[src/rtl/msrv_32_pkg.sv]
// Shared MSRV32 pipeline definitions: control-word field layout, default widths
// and the legal range for elastic stage depth.
package msrv_32_pkg;

    localparam int MSRV32_DATA_W = 32;

    localparam int CTRL_RF_WR_EN_O     = 0;
    localparam int CTRL_RF_WR_EN_W     = 1;
    localparam int CTRL_CSR_WR_EN_O    = CTRL_RF_WR_EN_O + CTRL_RF_WR_EN_W;
    localparam int CTRL_CSR_WR_EN_W    = 1;
    localparam int CTRL_ALU_SRC_O      = CTRL_CSR_WR_EN_O + CTRL_CSR_WR_EN_W;
    localparam int CTRL_ALU_SRC_W      = 1;
    localparam int CTRL_LOAD_UNSIGNED_O = CTRL_ALU_SRC_O + CTRL_ALU_SRC_W;
    localparam int CTRL_LOAD_UNSIGNED_W = 1;
    localparam int CTRL_LOAD_SIZE_O    = CTRL_LOAD_UNSIGNED_O + CTRL_LOAD_UNSIGNED_W;
    localparam int CTRL_LOAD_SIZE_W    = 2;
    localparam int CTRL_ALU_OPCODE_O   = CTRL_LOAD_SIZE_O + CTRL_LOAD_SIZE_W;
    localparam int CTRL_ALU_OPCODE_W   = 4;
    localparam int CTRL_WB_MUX_SEL_O   = CTRL_ALU_OPCODE_O + CTRL_ALU_OPCODE_W;
    localparam int CTRL_WB_MUX_SEL_W   = 3;
    localparam int CTRL_CSR_OP_O       = CTRL_WB_MUX_SEL_O + CTRL_WB_MUX_SEL_W;
    localparam int CTRL_CSR_OP_W       = 3;

    localparam int MSRV32_CTRL_W = CTRL_CSR_OP_O + CTRL_CSR_OP_W;

    // Field order matches the offsets above, LSB first (rf_wr_en at bit 0).
    typedef struct packed {
        logic [CTRL_CSR_OP_W-1:0]     csr_op;
        logic [CTRL_WB_MUX_SEL_W-1:0] wb_mux_sel;
        logic [CTRL_ALU_OPCODE_W-1:0] alu_opcode;
        logic [CTRL_LOAD_SIZE_W-1:0]  load_size;
        logic                         load_unsigned;
        logic                         alu_src;
        logic                         csr_wr_en;
        logic                         rf_wr_en;
    } msrv32_ctrl_t;

    localparam int PIPE_DEPTH_MIN = 1;
    localparam int PIPE_DEPTH_MAX = 4;

    function automatic bit depth_ok(input int depth);
        return (depth >= PIPE_DEPTH_MIN) && (depth <= PIPE_DEPTH_MAX);
    endfunction

    function automatic int ptr_w(input int depth);
        return (depth > 1) ? $clog2(depth) : 1;
    endfunction

endpackage

[src/rtl/msrv_32_ptr_ctr.sv]
// Wrap-around read/write pointer pair plus occupancy counter for a circular
// buffer of DEPTH entries; clear returns everything to zero.
module msrv_32_ptr_ctr
    import msrv_32_pkg::*;
#(
    parameter int DEPTH = 2,
    parameter int PTR_W = 1,
    parameter int OCC_W = 2
) (
    input  logic             i_clk,
    input  logic             i_rst_n,
    input  logic             i_inc,
    input  logic             i_dec,
    input  logic             i_clr,
    output logic [PTR_W-1:0] o_wr_ptr,
    output logic [PTR_W-1:0] o_rd_ptr,
    output logic [OCC_W-1:0] o_count
);

    logic [PTR_W-1:0] r_wr_ptr;
    logic [PTR_W-1:0] r_rd_ptr;
    logic [OCC_W-1:0] r_count;

    // With DEPTH=1 the last slot is 0, so pointers never leave 0.
    function automatic logic [PTR_W-1:0] wrap_inc(input logic [PTR_W-1:0] p);
        return (p == PTR_W'(DEPTH - 1)) ? '0 : p + PTR_W'(1);
    endfunction

    always_ff @(posedge i_clk or negedge i_rst_n) begin
        if (!i_rst_n) begin
            r_wr_ptr <= '0;
            r_rd_ptr <= '0;
            r_count  <= '0;
        end else if (i_clr) begin
            r_wr_ptr <= '0;
            r_rd_ptr <= '0;
            r_count  <= '0;
        end else begin
            if (i_inc) r_wr_ptr <= wrap_inc(r_wr_ptr);
            if (i_dec) r_rd_ptr <= wrap_inc(r_rd_ptr);
            if (i_inc && !i_dec)      r_count <= r_count + OCC_W'(1);
            else if (i_dec && !i_inc) r_count <= r_count - OCC_W'(1);
        end
    end

    assign o_wr_ptr = r_wr_ptr;
    assign o_rd_ptr = r_rd_ptr;
    assign o_count  = r_count;

endmodule

[src/rtl/msrv_32_pipe_reg_elastic.sv]
// Elastic valid/ready pipeline stage holding DEPTH payload+control entries,
// with synchronous flush and a saturating count of entries dropped by flush.
module msrv_32_pipe_reg_elastic
    import msrv_32_pkg::*;
#(
    parameter int DATA_W = MSRV32_DATA_W,
    parameter int CTRL_W = MSRV32_CTRL_W,
    parameter int DEPTH  = 2,
    parameter int CNT_W  = 16
) (
    input  logic                         ms_risc32_mp_clk_in,
    input  logic                         ms_risc32_mp_rst_n_in,
    input  logic                         in_valid_in,
    output logic                         in_ready_out,
    input  logic [DATA_W-1:0]            in_data_in,
    input  logic [CTRL_W-1:0]            in_ctrl_in,
    input  logic                         flush_in,
    output logic                         out_valid_out,
    input  logic                         out_ready_in,
    output logic [DATA_W-1:0]            out_data_out,
    output logic [CTRL_W-1:0]            out_ctrl_out,
    output logic [$clog2(DEPTH+1)-1:0]   count_out,
    output logic [CNT_W-1:0]             drop_cnt_out
);

    localparam int OCC_W = $clog2(DEPTH + 1);
    localparam int PTR_W = ptr_w(DEPTH);
    localparam int SUM_W = ((CNT_W > OCC_W) ? CNT_W : OCC_W) + 1;
    localparam logic [CNT_W-1:0] DROP_MAX = '1;

    if (!depth_ok(DEPTH)) begin : g_bad_depth
        $error("msrv_32_pipe_reg_elastic: DEPTH must be in 1..4");
    end

    logic [DATA_W-1:0] r_mem_data [DEPTH];
    logic [CTRL_W-1:0] r_mem_ctrl [DEPTH];
    logic [DATA_W-1:0] r_last_data;
    logic [CNT_W-1:0]  r_drop_cnt;

    logic [PTR_W-1:0]  w_wr_ptr;
    logic [PTR_W-1:0]  w_rd_ptr;
    logic [OCC_W-1:0]  w_count;
    logic              w_in_ready;
    logic              w_out_valid;
    logic              w_push;
    logic              w_pop;
    logic [SUM_W-1:0]  w_drop_sum;

    // Ready passes out_ready_in through so a full stage sustains one-per-cycle.
    assign w_out_valid = (w_count != '0);
    assign w_in_ready  = (w_count < OCC_W'(DEPTH)) | out_ready_in;
    assign w_push      = in_valid_in & w_in_ready;
    assign w_pop       = w_out_valid & out_ready_in;
    assign w_drop_sum  = SUM_W'(r_drop_cnt) + SUM_W'(w_count);

    msrv_32_ptr_ctr #(
        .DEPTH (DEPTH),
        .PTR_W (PTR_W),
        .OCC_W (OCC_W)
    ) u_ptr_ctr (
        .i_clk    (ms_risc32_mp_clk_in),
        .i_rst_n  (ms_risc32_mp_rst_n_in),
        .i_inc    (w_push),
        .i_dec    (w_pop),
        .i_clr    (flush_in),
        .o_wr_ptr (w_wr_ptr),
        .o_rd_ptr (w_rd_ptr),
        .o_count  (w_count)
    );

    always_ff @(posedge ms_risc32_mp_clk_in or negedge ms_risc32_mp_rst_n_in) begin
        if (!ms_risc32_mp_rst_n_in) begin
            for (int i = 0; i < DEPTH; i++) begin
                r_mem_data[i] <= '0;
                r_mem_ctrl[i] <= '0;
            end
        end else if (w_push && !flush_in) begin
            r_mem_data[w_wr_ptr] <= in_data_in;
            r_mem_ctrl[w_wr_ptr] <= in_ctrl_in;
        end
    end

    // Last popped payload is kept so out_data_out stays put once the stage drains.
    always_ff @(posedge ms_risc32_mp_clk_in or negedge ms_risc32_mp_rst_n_in) begin
        if (!ms_risc32_mp_rst_n_in) begin
            r_last_data <= '0;
            r_drop_cnt  <= '0;
        end else if (flush_in) begin
            r_drop_cnt <= (w_drop_sum > SUM_W'(DROP_MAX)) ? DROP_MAX : w_drop_sum[CNT_W-1:0];
        end else if (w_pop) begin
            r_last_data <= r_mem_data[w_rd_ptr];
        end
    end

    assign in_ready_out  = w_in_ready;
    assign out_valid_out = w_out_valid;
    assign out_data_out  = w_out_valid ? r_mem_data[w_rd_ptr] : r_last_data;
    assign out_ctrl_out  = w_out_valid ? r_mem_ctrl[w_rd_ptr] : '0;
    assign count_out     = w_count;
    assign drop_cnt_out  = r_drop_cnt;

endmodule

[config.mk]
export PLATFORM = sky130hd
export DESIGN_NAME = msrv_32_pipe_reg_elastic
export DESIGN_NICKNAME = d
export VERILOG_FILES = /design/src/rtl/msrv_32_pkg.sv /design/src/rtl/msrv_32_ptr_ctr.sv /design/src/rtl/msrv_32_pipe_reg_elastic.sv
export SDC_FILE = /design/constraint.sdc
export NUM_CORES = 1
export LEC_CHECK = 0
export CAP_MARGIN = 5
export CORE_MARGIN = 3
export CORE_UTILIZATION = 33
export DETAILED_ROUTE_END_ITERATION = 16
export GPL_TIMING_DRIVEN = 0
export PLACE_DENSITY = 0.52
export SYNTH_ARGS = -nofsm -noshare
export SYNTH_HDL_FRONTEND = slang
export SYNTH_SLANG_ARGS = --single-unit
export TNS_END_PERCENT = 30
[constraint.sdc]
create_clock -name ms_risc32_mp_clk_in -period 2.5 [get_ports ms_risc32_mp_clk_in]
set_clock_uncertainty 0.1 [all_clocks]
set_input_delay 0.375 -clock ms_risc32_mp_clk_in [delete_from_list [all_inputs] [get_ports ms_risc32_mp_clk_in]]
set_output_delay 0.375 -clock ms_risc32_mp_clk_in [all_outputs]
set_load 0.02 [all_outputs]
==> results of run 1 <==
path summary, 6_finish.rpt:
path / startpoint / cells after the start / slack [ps] / to
max reg2reg: u_ptr_ctr.o_count[1] / 7 / 360 / r_mem_data[46]
min: ms_risc32_mp_rst_n_in / 2 / 370 / r_mem_data[37]
max: u_ptr_ctr.o_count[0] / 6 / 100 / out_data_out[11]
max in group asynchronous: ms_risc32_mp_rst_n_in / 3 / 1030 / u_ptr_ctr.o_count[0]
min reg2reg: r_mem_ctrl[29] / 1 / 410 / r_mem_ctrl[29]
min in group ms_risc32_mp_clk_in: r_mem_ctrl[29] / 1 / 410 / r_mem_ctrl[29]
layout by cell type (no fill, tap or decap), drive strengths merged, types with 5 or more instances in the layout:
cell type / count
dfrtp: 148
mux2: 98
nor2: 88
a21oi: 75
clkdlybuf4s50: 74
mux2i: 48
clkbuf: 44
buf: 39
nand2: 12
dlygate4sd2: 10
inv: 7
a31oi: 5
xnor2: 5
clkdlybuf4s15: 5
nor3: 5
clkinv: 5
and4: 5
metrics by stage:
stage	hold slack (ps)	setup slack (ps)	cells
finish	374	97.2	976
global route	415	-6.43	976
CTS	382	-180	977
detailed placement	259	-986	942
global placement	386	-5040	941
floorplan	-20.6	125	556
metal layers:
metal	vias up	global-route usage, %	wire length, um
li1	2231	-	-
met1	2384	20.2	7430
met2	110	24.8	7860
met3	20	4.26	853
met4	0	5.68	280
met5	-	0	0
cell families after synthesis:
group | share of synthesized area (%)
buffers and inverters | 2.72
flip-flops | 55.9
AND/OR/NAND/NOR | 9.17
adder cells (fa/ha/maj) | 0.680
XOR/XNOR | 0.926
AO/OA/AOI/OAI | 6.65
multiplexers | 23.9
sequential cells by signal, indices dropped and copies added, names as in the netlist:
signal,flops
u_ptr_ctr.o_rd_ptr,1
u_ptr_ctr.o_count,2
r_last_data,32
r_mem_data,64
u_ptr_ctr.o_wr_ptr,1
r_mem_ctrl,32
drop_cnt_out,16
layout make-up:
class / count / area, um2
plain buffers: 32 / 213
repair buffers: 124 / 1120
fillers: 1907 / 10900
clock buffers: 20 / 457
multi-input cells: 370 / 2760
flip-flops and latches: 148 / 3710
clock inverters: 12 / 129
well taps: 265 / 332
inverters: 5 / 18.8
synth_stat cells:
cell type  count
nor3_2         1
and4_2         2
and3_2         1
nor2_1        88
nor3b_1        1
nor2b_1        1
buf_6          2
and4_1         3
o21ai_0        2
fa_1           1
a21oi_1       75
and4b_1        1
a41oi_1        1
nor3_1         4
buf_1          7
inv_1          5
xnor2_1        5
nand2_1       12
nand2b_1       4
mux2_1         1
dfrtp_1      148
nand4_1        2
ha_1           2
nor4_4         1
nand4_4        1
buf_4          1
nand3b_1       1
nor4_1         1
a31oi_1        5
o211ai_1       1
buf_2         15
mux2i_1       48
nand3_1        3
nand4b_1       1
mux2_2        97
clkbuf_1       8
a21o_1         1
xor2_1         2
and3_1         1
worst max-delay path, cell delays in order (launching register included):
cell	delay, ps
dfrtp_2	450
nor2_4	140
inv_1	100
clkbuf_8	190
buf_4	190
a21oi_1	160
clkdlybuf4s15_2	290
power by group:
group	total, W	switching [W]	internal [W]
Clock	0.00252	0.00100	0.00152
Sequential	0.00346	0.000381	0.00308
Combinational	0.00229	0.00121	0.00108
what timing repair did:
action / in CTS / in global routing
buffers inserted: 2 / 0
hold buffers: 1 / 0
resized for setup: 117 / 35
pin swaps: 1 / 0
endpoints found under the setup margin: 49 / 38
endpoints found under the hold margin: 51 / 0
==> metrics.csv, run 1 <==
stage;metric;value;unit
status;outcome;finished, final reports clean;
sta;Least-Margin Pin Slew;529;ps
yosys;register area share after synthesis;55.9;%
cells_and_area;# diodes;0;
route;drt first pass iters;5;
cells_and_area;share of cells above drive strength 1;28.8;%
place;gpl congestion;0.782;
yosys;biggest area consumer among synthesized cells;dfrtp_1;
sta;Slew Limit Fails;0;
sta;Final Hold Fails;0;
power;total power;0.00827;W
clock_tree;Worst-path clk slew;60;ps
global_routing;vias in the first global route;4970;
yosys;Post-Syn Area;6620;um2
clock_tree;clock buffer depth;2;
die;initial core utilization;33.8;%
setup_path;required time worst endpoint;2030;ps
global_routing;initial antenna violation count;0;
sta;Final Cycle Share;96.1;%
global_routing;wire length of the first global-routing pass;26400;um
clock_tree;Clock Sink Count;148;
clock_tree;CTS tree;done;
yosys;Syn Area/Cell;11.9;um2
setup_path;CP Class;reg -> out;
global_routing;GRT Total Usage;15.5;%
global_routing;largest net degree at the start of global routing;98;
sta;final setup fails;0;
route;DRT antenna net count;0;
cells_and_area;post-route cell area;8740;um2
yosys;Yosys top cell area share;55.9;%
route;routed vias;4745;
clock_tree;clk_lat worst skew;420;ps
place;Post-DP HPWL;11200;um
cells_and_area;NumNets Final;754;
yosys;Syn Nets;612;
die;die footprint;21800;um2
die;Die X;148;um
power;total power density per cell area;946;nW/um2
clock_tree;TritonCTS Buffers;17;
route;routed wire length;16400;um
setup_path;Crit. End Element;primary output;
route;DR DRC count;0;
setup_path;WP data arrival;1930;ps
setup_path;Critical Path Fanout Max;10;
run;Max Cap Viol;0;
place;Port-buffer cells;120;
yosys;Yosys cell types;39;
yosys;Yosys reg bits;148;
route;Via density;4.86;
sta;crit path time final;2400;ps
clock_tree;Root Driver;clkbuf_16;
sta;Setup TNS;0;ps
clock_tree;H-tree levels;4;
die;io pins;121;
sta;RSZ-0062 raised after global routing;true;
route;routed length per instance;16.8;um
yosys;Synth warnings;0;
cells_and_area;final core utilization;44.6;%
sta;Slew HR;64.7;%
setup_path;Startpoint Class;flop;
sta;Fmax;416;MHz
power;P_leak;3.75;nW
global_routing;global route overflow;0;
place;placed instance area;8180;um2
cells_and_area;Area Growth Syn to Fin;31.9;%
yosys;Post-Synthesis Cells;556;
route;initial detailed-routing violation count;172;
die;Cell Rows;51;
die;chip height;148;um
hold_path;min-delay worst type;in -> async;
die;Core ar.;19600;um2
power;IR drop worst, VDD;0.000651;V
yosys;cell types occupying the most area after synthesis;dfrtp_1 56%, mux2_2 16%, mux2i_1 7.3%;
No activity file was read; power rests on OpenSTA's default activity.
==> inputs of run 2 (changes only) <==
Settings changed: ABC_AREA set to 0.
==> results of run 2 <==
Final layout, timing and power as in run 1 (identical DEF).
